==> src/rtl/if_prefetch_buffer.sv <==
// Instruction prefetch queue between instruction memory and ID; one fetch in flight at a time.
// Optional same-cycle ack-to-ID bypass when the queue is empty: IF_PREFETCH_BYPASS_EN.
module if_prefetch_buffer #(
   parameter int unsigned DEPTH    = 4,
   parameter logic [31:0] RESET_PC = 32'h0000_0000
) (
   input  logic                     Clk,
   input  logic                     Resetn,
   output logic                     IMemReq,
   output logic [31:0]              IMemAddr,
   input  logic                     IMemAck,
   input  logic [31:0]              IMemData,
   input  logic                     Redirect,
   input  logic [31:0]              RedirectPC,
   input  logic                     Stall,
   output logic [31:0]              Inst,
   output logic [31:0]              InstPC,
   output logic                     InstValid,
   output logic [$clog2(DEPTH):0]   Count
);

   localparam int unsigned AW = $clog2(DEPTH);
   localparam int unsigned DepthVal = DEPTH;
   localparam logic [AW:0] Full = DepthVal[AW:0];

   typedef enum logic [1:0] {StIdle, StReq, StDrop} state_e;

   state_e        state_q, state_d;
   logic          req_q, req_d;
   logic [31:0]   addr_q, addr_d;
   logic [31:0]   fetch_pc_q, fetch_pc_d;
   logic [AW-1:0] rd_ptr_q, rd_ptr_d;
   logic [AW-1:0] wr_ptr_q, wr_ptr_d;
   logic [AW:0]   count_q, count_d;

   logic [31:0]   pc_mem   [DEPTH];
   logic [31:0]   inst_mem [DEPTH];

   logic          head_valid;
   logic          ack_acc;
   logic          bypass;
   logic          push;
   logic          pop;

   assign head_valid = (count_q != '0);
   assign ack_acc    = (state_q == StReq) && IMemAck && !Redirect;

`ifdef IF_PREFETCH_BYPASS_EN
   assign bypass = ack_acc && !head_valid;
`else
   assign bypass = 1'b0;
`endif

   // A bypassed word that ID takes immediately never enters the queue.
   assign push = ack_acc && !(bypass && !Stall);
   assign pop  = head_valid && !Stall && !Redirect;

   always_comb begin
      count_d  = count_q;
      rd_ptr_d = rd_ptr_q;
      wr_ptr_d = wr_ptr_q;
      if (push) begin
         wr_ptr_d = wr_ptr_q + 1'b1;
      end
      if (pop) begin
         rd_ptr_d = rd_ptr_q + 1'b1;
      end
      if (push && !pop) begin
         count_d = count_q + 1'b1;
      end else if (!push && pop) begin
         count_d = count_q - 1'b1;
      end
      if (Redirect) begin
         count_d  = '0;
         rd_ptr_d = '0;
         wr_ptr_d = '0;
      end
   end

   always_comb begin
      state_d    = state_q;
      req_d      = req_q;
      addr_d     = addr_q;
      fetch_pc_d = fetch_pc_q;
      unique case (state_q)
         StIdle: begin
            if (!Redirect && (count_q != Full)) begin
               state_d = StReq;
               req_d   = 1'b1;
               addr_d  = fetch_pc_q;
            end
         end
         StReq: begin
            if (IMemAck) begin
               if (Redirect) begin
                  state_d = StIdle;
                  req_d   = 1'b0;
               end else begin
                  fetch_pc_d = fetch_pc_q + 32'd4;
                  if (count_d != Full) begin
                     addr_d = fetch_pc_q + 32'd4;
                  end else begin
                     state_d = StIdle;
                     req_d   = 1'b0;
                  end
               end
            end else if (Redirect) begin
               // Request cannot be retracted; wait out its ack and discard it.
               state_d = StDrop;
            end
         end
         StDrop: begin
            if (IMemAck) begin
               state_d = StIdle;
               req_d   = 1'b0;
            end
         end
         default: begin
            state_d = StIdle;
            req_d   = 1'b0;
         end
      endcase
      if (Redirect) begin
         fetch_pc_d = RedirectPC & ~32'h0000_0003;
      end
   end

   always_ff @(posedge Clk) begin
      if (!Resetn) begin
         state_q    <= StIdle;
         req_q      <= 1'b0;
         addr_q     <= '0;
         fetch_pc_q <= RESET_PC;
         rd_ptr_q   <= '0;
         wr_ptr_q   <= '0;
         count_q    <= '0;
      end else begin
         state_q    <= state_d;
         req_q      <= req_d;
         addr_q     <= addr_d;
         fetch_pc_q <= fetch_pc_d;
         rd_ptr_q   <= rd_ptr_d;
         wr_ptr_q   <= wr_ptr_d;
         count_q    <= count_d;
      end
   end

   always_ff @(posedge Clk) begin
      if (push) begin
         pc_mem[wr_ptr_q]   <= addr_q;
         inst_mem[wr_ptr_q] <= IMemData;
      end
   end

   always_comb begin
      Inst      = '0;
      InstPC    = '0;
      InstValid = 1'b0;
      if (head_valid) begin
         Inst      = inst_mem[rd_ptr_q];
         InstPC    = pc_mem[rd_ptr_q];
         InstValid = 1'b1;
      end else if (bypass) begin
         Inst      = IMemData;
         InstPC    = addr_q;
         InstValid = 1'b1;
      end
   end

   assign IMemReq  = req_q;
   assign IMemAddr = addr_q;
   assign Count    = count_q;

endmodule
==> config.mk <==
export PLATFORM = sky130hd
export DESIGN_NAME = if_prefetch_buffer
export DESIGN_NICKNAME = d
export VERILOG_FILES = /design/src/rtl/if_prefetch_buffer.sv
export SDC_FILE = /design/constraint.sdc
export NUM_CORES = 1
export LEC_CHECK = 0
export BUFFER_PORTS_ARGS = -buffer_cell sky130_fd_sc_hd__buf_2
export CAP_MARGIN = 15
export CORE_MARGIN = 8
export CORE_UTILIZATION = 55
export CTS_BUF_LIST = sky130_fd_sc_hd__clkbuf_8
export CTS_CLUSTER_DIAMETER = 80
export DETAILED_ROUTE_END_ITERATION = 16
export HOLD_SLACK_MARGIN = 0.06
export PLACE_DENSITY = 0.86
export SLEW_MARGIN = 20
export SYNTH_ARGS = -nofsm -noshare
export SYNTH_HDL_FRONTEND = slang
export SYNTH_SLANG_ARGS = --single-unit
==> constraint.sdc <==
create_clock -name Clk -period 7 [get_ports Clk]
set_input_delay 0.35 -clock Clk [delete_from_list [all_inputs] [get_ports Clk]]
set_output_delay 0.35 -clock Clk [all_outputs]
set_load 0.02 [all_outputs]
==> key figures <==
Status
  • Run status: completed

STA
  • Period utilization: 48.03%
  • Final Hold Viols: 0
  • Worst Max-Slew Pin Slew: 1076 ps
  • Final setup fails: 0
  • RSZ-0062 raised after global routing: no
  • Minimum clock period: 3362 ps
  • Slew Limit Fails: 0
  • Fmax: 297.4 MHz
  • Final worst slack: 3638 ps
  • Final clock skew: 22.15 ps
  • Max-slew headroom: 28.16%
  • Setup_tns: 0 ps

Global route
  • Grt total ovfl: 0
  • Pin count of the biggest net entering global routing: 65
  • Initial antenna violation count: 0
  • Global-route wire length before repair: 47.62 mm
  • Total GRT Usage: 19.62%
  • Vias in the first global route: 8,775

Route
  • Total number of vias: 8,538
  • Initial DRC Count: 728
  • ANT nets after route: 0
  • DR DRC count: 0
  • DR WL/cell: 20.07 µm
  • Routed vias/inst: 5.666
  • Final WL: 30.25 mm
  • Drt first pass iters: 5

Logic synthesis
  • Synth Area in Adders: 0.7324%
  • Synth unique cells: 50
  • Synth Flop Type: edfxtp_1
  • Synthesized instance count: 927
  • Count leader, synth: edfxtp_1
  • Xor/xnor share of the synthesized area: 2.563%
  • FFs w/ async S/R, synth: 0%
  • Seq/Total Area, Yosys: 65.04%
  • Mapped Area: 0.01367 mm²
  • Proportion of synthesized area in mux cells: 13.19%
  • Synth cell count leaders: 248 x edfxtp_1, 72 x dfxtp_1, 66 x and2_1
  • Synth area leader: edfxtp_1
  • Complex-gate fraction of the synthesized area: 4.669%
  • Number of enable flip-flop cells after synthesis: 248
  • #FFs+latches synth: 320
  • Post-synthesis simple-gate area fraction: 11.05%
  • Ys Warns: 0
  • Mean Syn Cell Area: 14.74 µm²
  • Synth top area share: 54.49%
  • Largest family of logic cells by synthesized area: multiplexers
  • Main area contributors after synthesis: edfxtp_1 54%, dfxtp_1 11%, mux4_2 10%

Placement
  • Placed cell areas: 0.01467 mm²
  • DP HPWL: 18.26 mm
  • Placer Congestion: 0.8733
  • Dpl ws: 3656 ps
  • Port Buffer Count: 163

Final layout
  • Fill count: 1,722
  • Util after Layout: 66.56%
  • Fraction of layout cells with a size suffix above 1: 26.29%
  • Syn-to-layout area delta: 18.80%
  • Net count, final: 1,218
  • N_diodes: 0
  • Final instance area: 0.01624 mm²

Setup path
  • Max stage delay on crit path: 660 ps
  • CP startpoint kind: flip-flop
  • Worst path cell trace: inv_1, ha_1, nand2b_2, buf_4, nor2b_1, mux2_4, o31ai_4, buf_4, mux2i_1
  • Delay-heaviest family, CP: buffers and inverters
  • Buffers and inverters on the worst path: 3
  • Critical Path Fanout Max: 64
  • WP data arrival: 3830 ps
  • WP data required: 7470 ps
  • CP Capture Type: flip-flop
  • Critical path's slowest cell: nor2b_1
  • Crit Path Category: flip-flop to flip-flop
  • Most used cell, CP: buf_4

Die
  • Core Region: 0.02439 mm²
  • Chip height: 173.6 µm
  • Initial core utilization: 56.03%
  • Die ar.: 0.03015 mm²
  • Top-Level Pins: 170
  • Cell Rows: 57
  • Die width: 173.6 µm

Clock tree
  • Worst-Skew Late Latency: 560 ps
  • Clk pin slew, worst setup/hold paths: 60 ps
  • # clock sinks: 320
  • TritonCTS clock tree: built
  • Resized Gates After CTS: 0
  • TritonCTS buffer count: 50
  • CTS H-tree lvls: 2
  • Longest Clk Path Bufs: 3
  • CTS Root Buffer Type: clkbuf_8
  • Post-CTS Setup Bufs: 0

Power and ir drop
  • Pwr/cell area: 246.8 mW/mm²
  • Max VDD drop: 0.0001714 V
  • Leakage: 5.904 nW

Job
  • Max Cap Viol: 0

Min path
  • Worst hold path class: input port to flip-flop
==> flip-flops by register name (all words and copies together) (netlist names), named ones only <==
| name | cells |
|---|---|
| fetch_pc_q | 30 |
| rd_ptr_q | 2 |
| IMemReq | 1 |
| inst_mem | 128 |
| state_q | 2 |
| wr_ptr_q | 2 |
| pc_mem | 120 |
| IMemAddr | 30 |
| Count | 3 |
==> path summary, 6_finish.rpt <==
check | start | to | slack, ps | cells past startpoint
worst min-delay path | RedirectPC[13] | fetch_pc_q[13] | 90 | 3
worst max-delay path | Count[0] | IMemAddr[13] | 3640 | 9
worst max register to register | Count[0] | IMemAddr[13] | 3640 | 9
worst min register to register | wr_ptr_q[1] | wr_ptr_q[1] | 530 | 2
==> stage by stage <==
stage | hold slack (ps) | cells | total power, mW
after global placement | 481.0 | 1358 | 2.449
final | 88.43 | 1507 | 4.007
after detailed placement | 502.7 | 1358 | 2.459
after global routing | 80.79 | 1507 | 4.153
after CTS | 60.05 | 1507 | 4.034
after floorplan | 429.3 | 930 | 2.353
==> cells in the final DEF, fill, tap and decap left out, types with 20 or more instances in the layout <==
cell type      instances
buf_2                163
nor4_1                20
mux4_2                63
nand4_1               22
inv_1                 39
xnor2_1               23
and2_1                66
mux2i_1               32
o21ai_0               28
clkbuf_8              51
dlygate4sd3_1         55
a211oi_1              20
dfxtp_1               70
nand2_1               61
nor2_1                40
edfxtp_1             248
==> cell families (layout without fill, tap and decap cells) <==
logic type / Yosys count / in the layout
DFF: 320 / 320
xor gates and xnor gates: 40 / 40
AOI/OAI and AO/OA: 97 / 97
buffers and inverters: 83 / 336
other: 1 / 4
and+or+nand+nor: 279 / 279
adders and majority gates: 8 / 8
muxes: 99 / 99
==> layout make-up <==
class	instances	area (µm²)	area share, %
tap	324	405.4	2.497
multi-input combinational	527	4444	27.37
clock buffer	51	701.9	4.323
inverter	19	71.32	0.4393
sequential	320	8896	54.79
clock inverter	43	312.8	1.927
timing repair buffer	223	1404	8.647
==> layer usage <==
layer / global-route usage (%) / routed length (µm)
met2: 33.25 / 15010
met5: 0 / 0
met1: 25.22 / 12650
met4: 4.418 / 455
met3: 4.836 / 2134
==> worst register-to-register path: stages, from the launching register on <==
cell and delay, ps:
dfxtp_1 410, inv_1 120, ha_1 270, nand2b_2 80, buf_4 500, nor2b_1 670
mux2_4 410, o31ai_4 170, buf_4 390, mux2i_1 260
==> timing repair <==
item	4_1_cts	5_1_grt
hold buffers	55	0
hold endpoints to repair	151	0
setup endpoints to repair	0	0
==> power by group <==
group          switching (mW)  total, mW  internal [mW]
registers              0.0443       2.12           2.08
logic                   0.190      0.324          0.134
clock network           0.694       1.56          0.866
No activity file was read; power rests on OpenSTA's default activity.
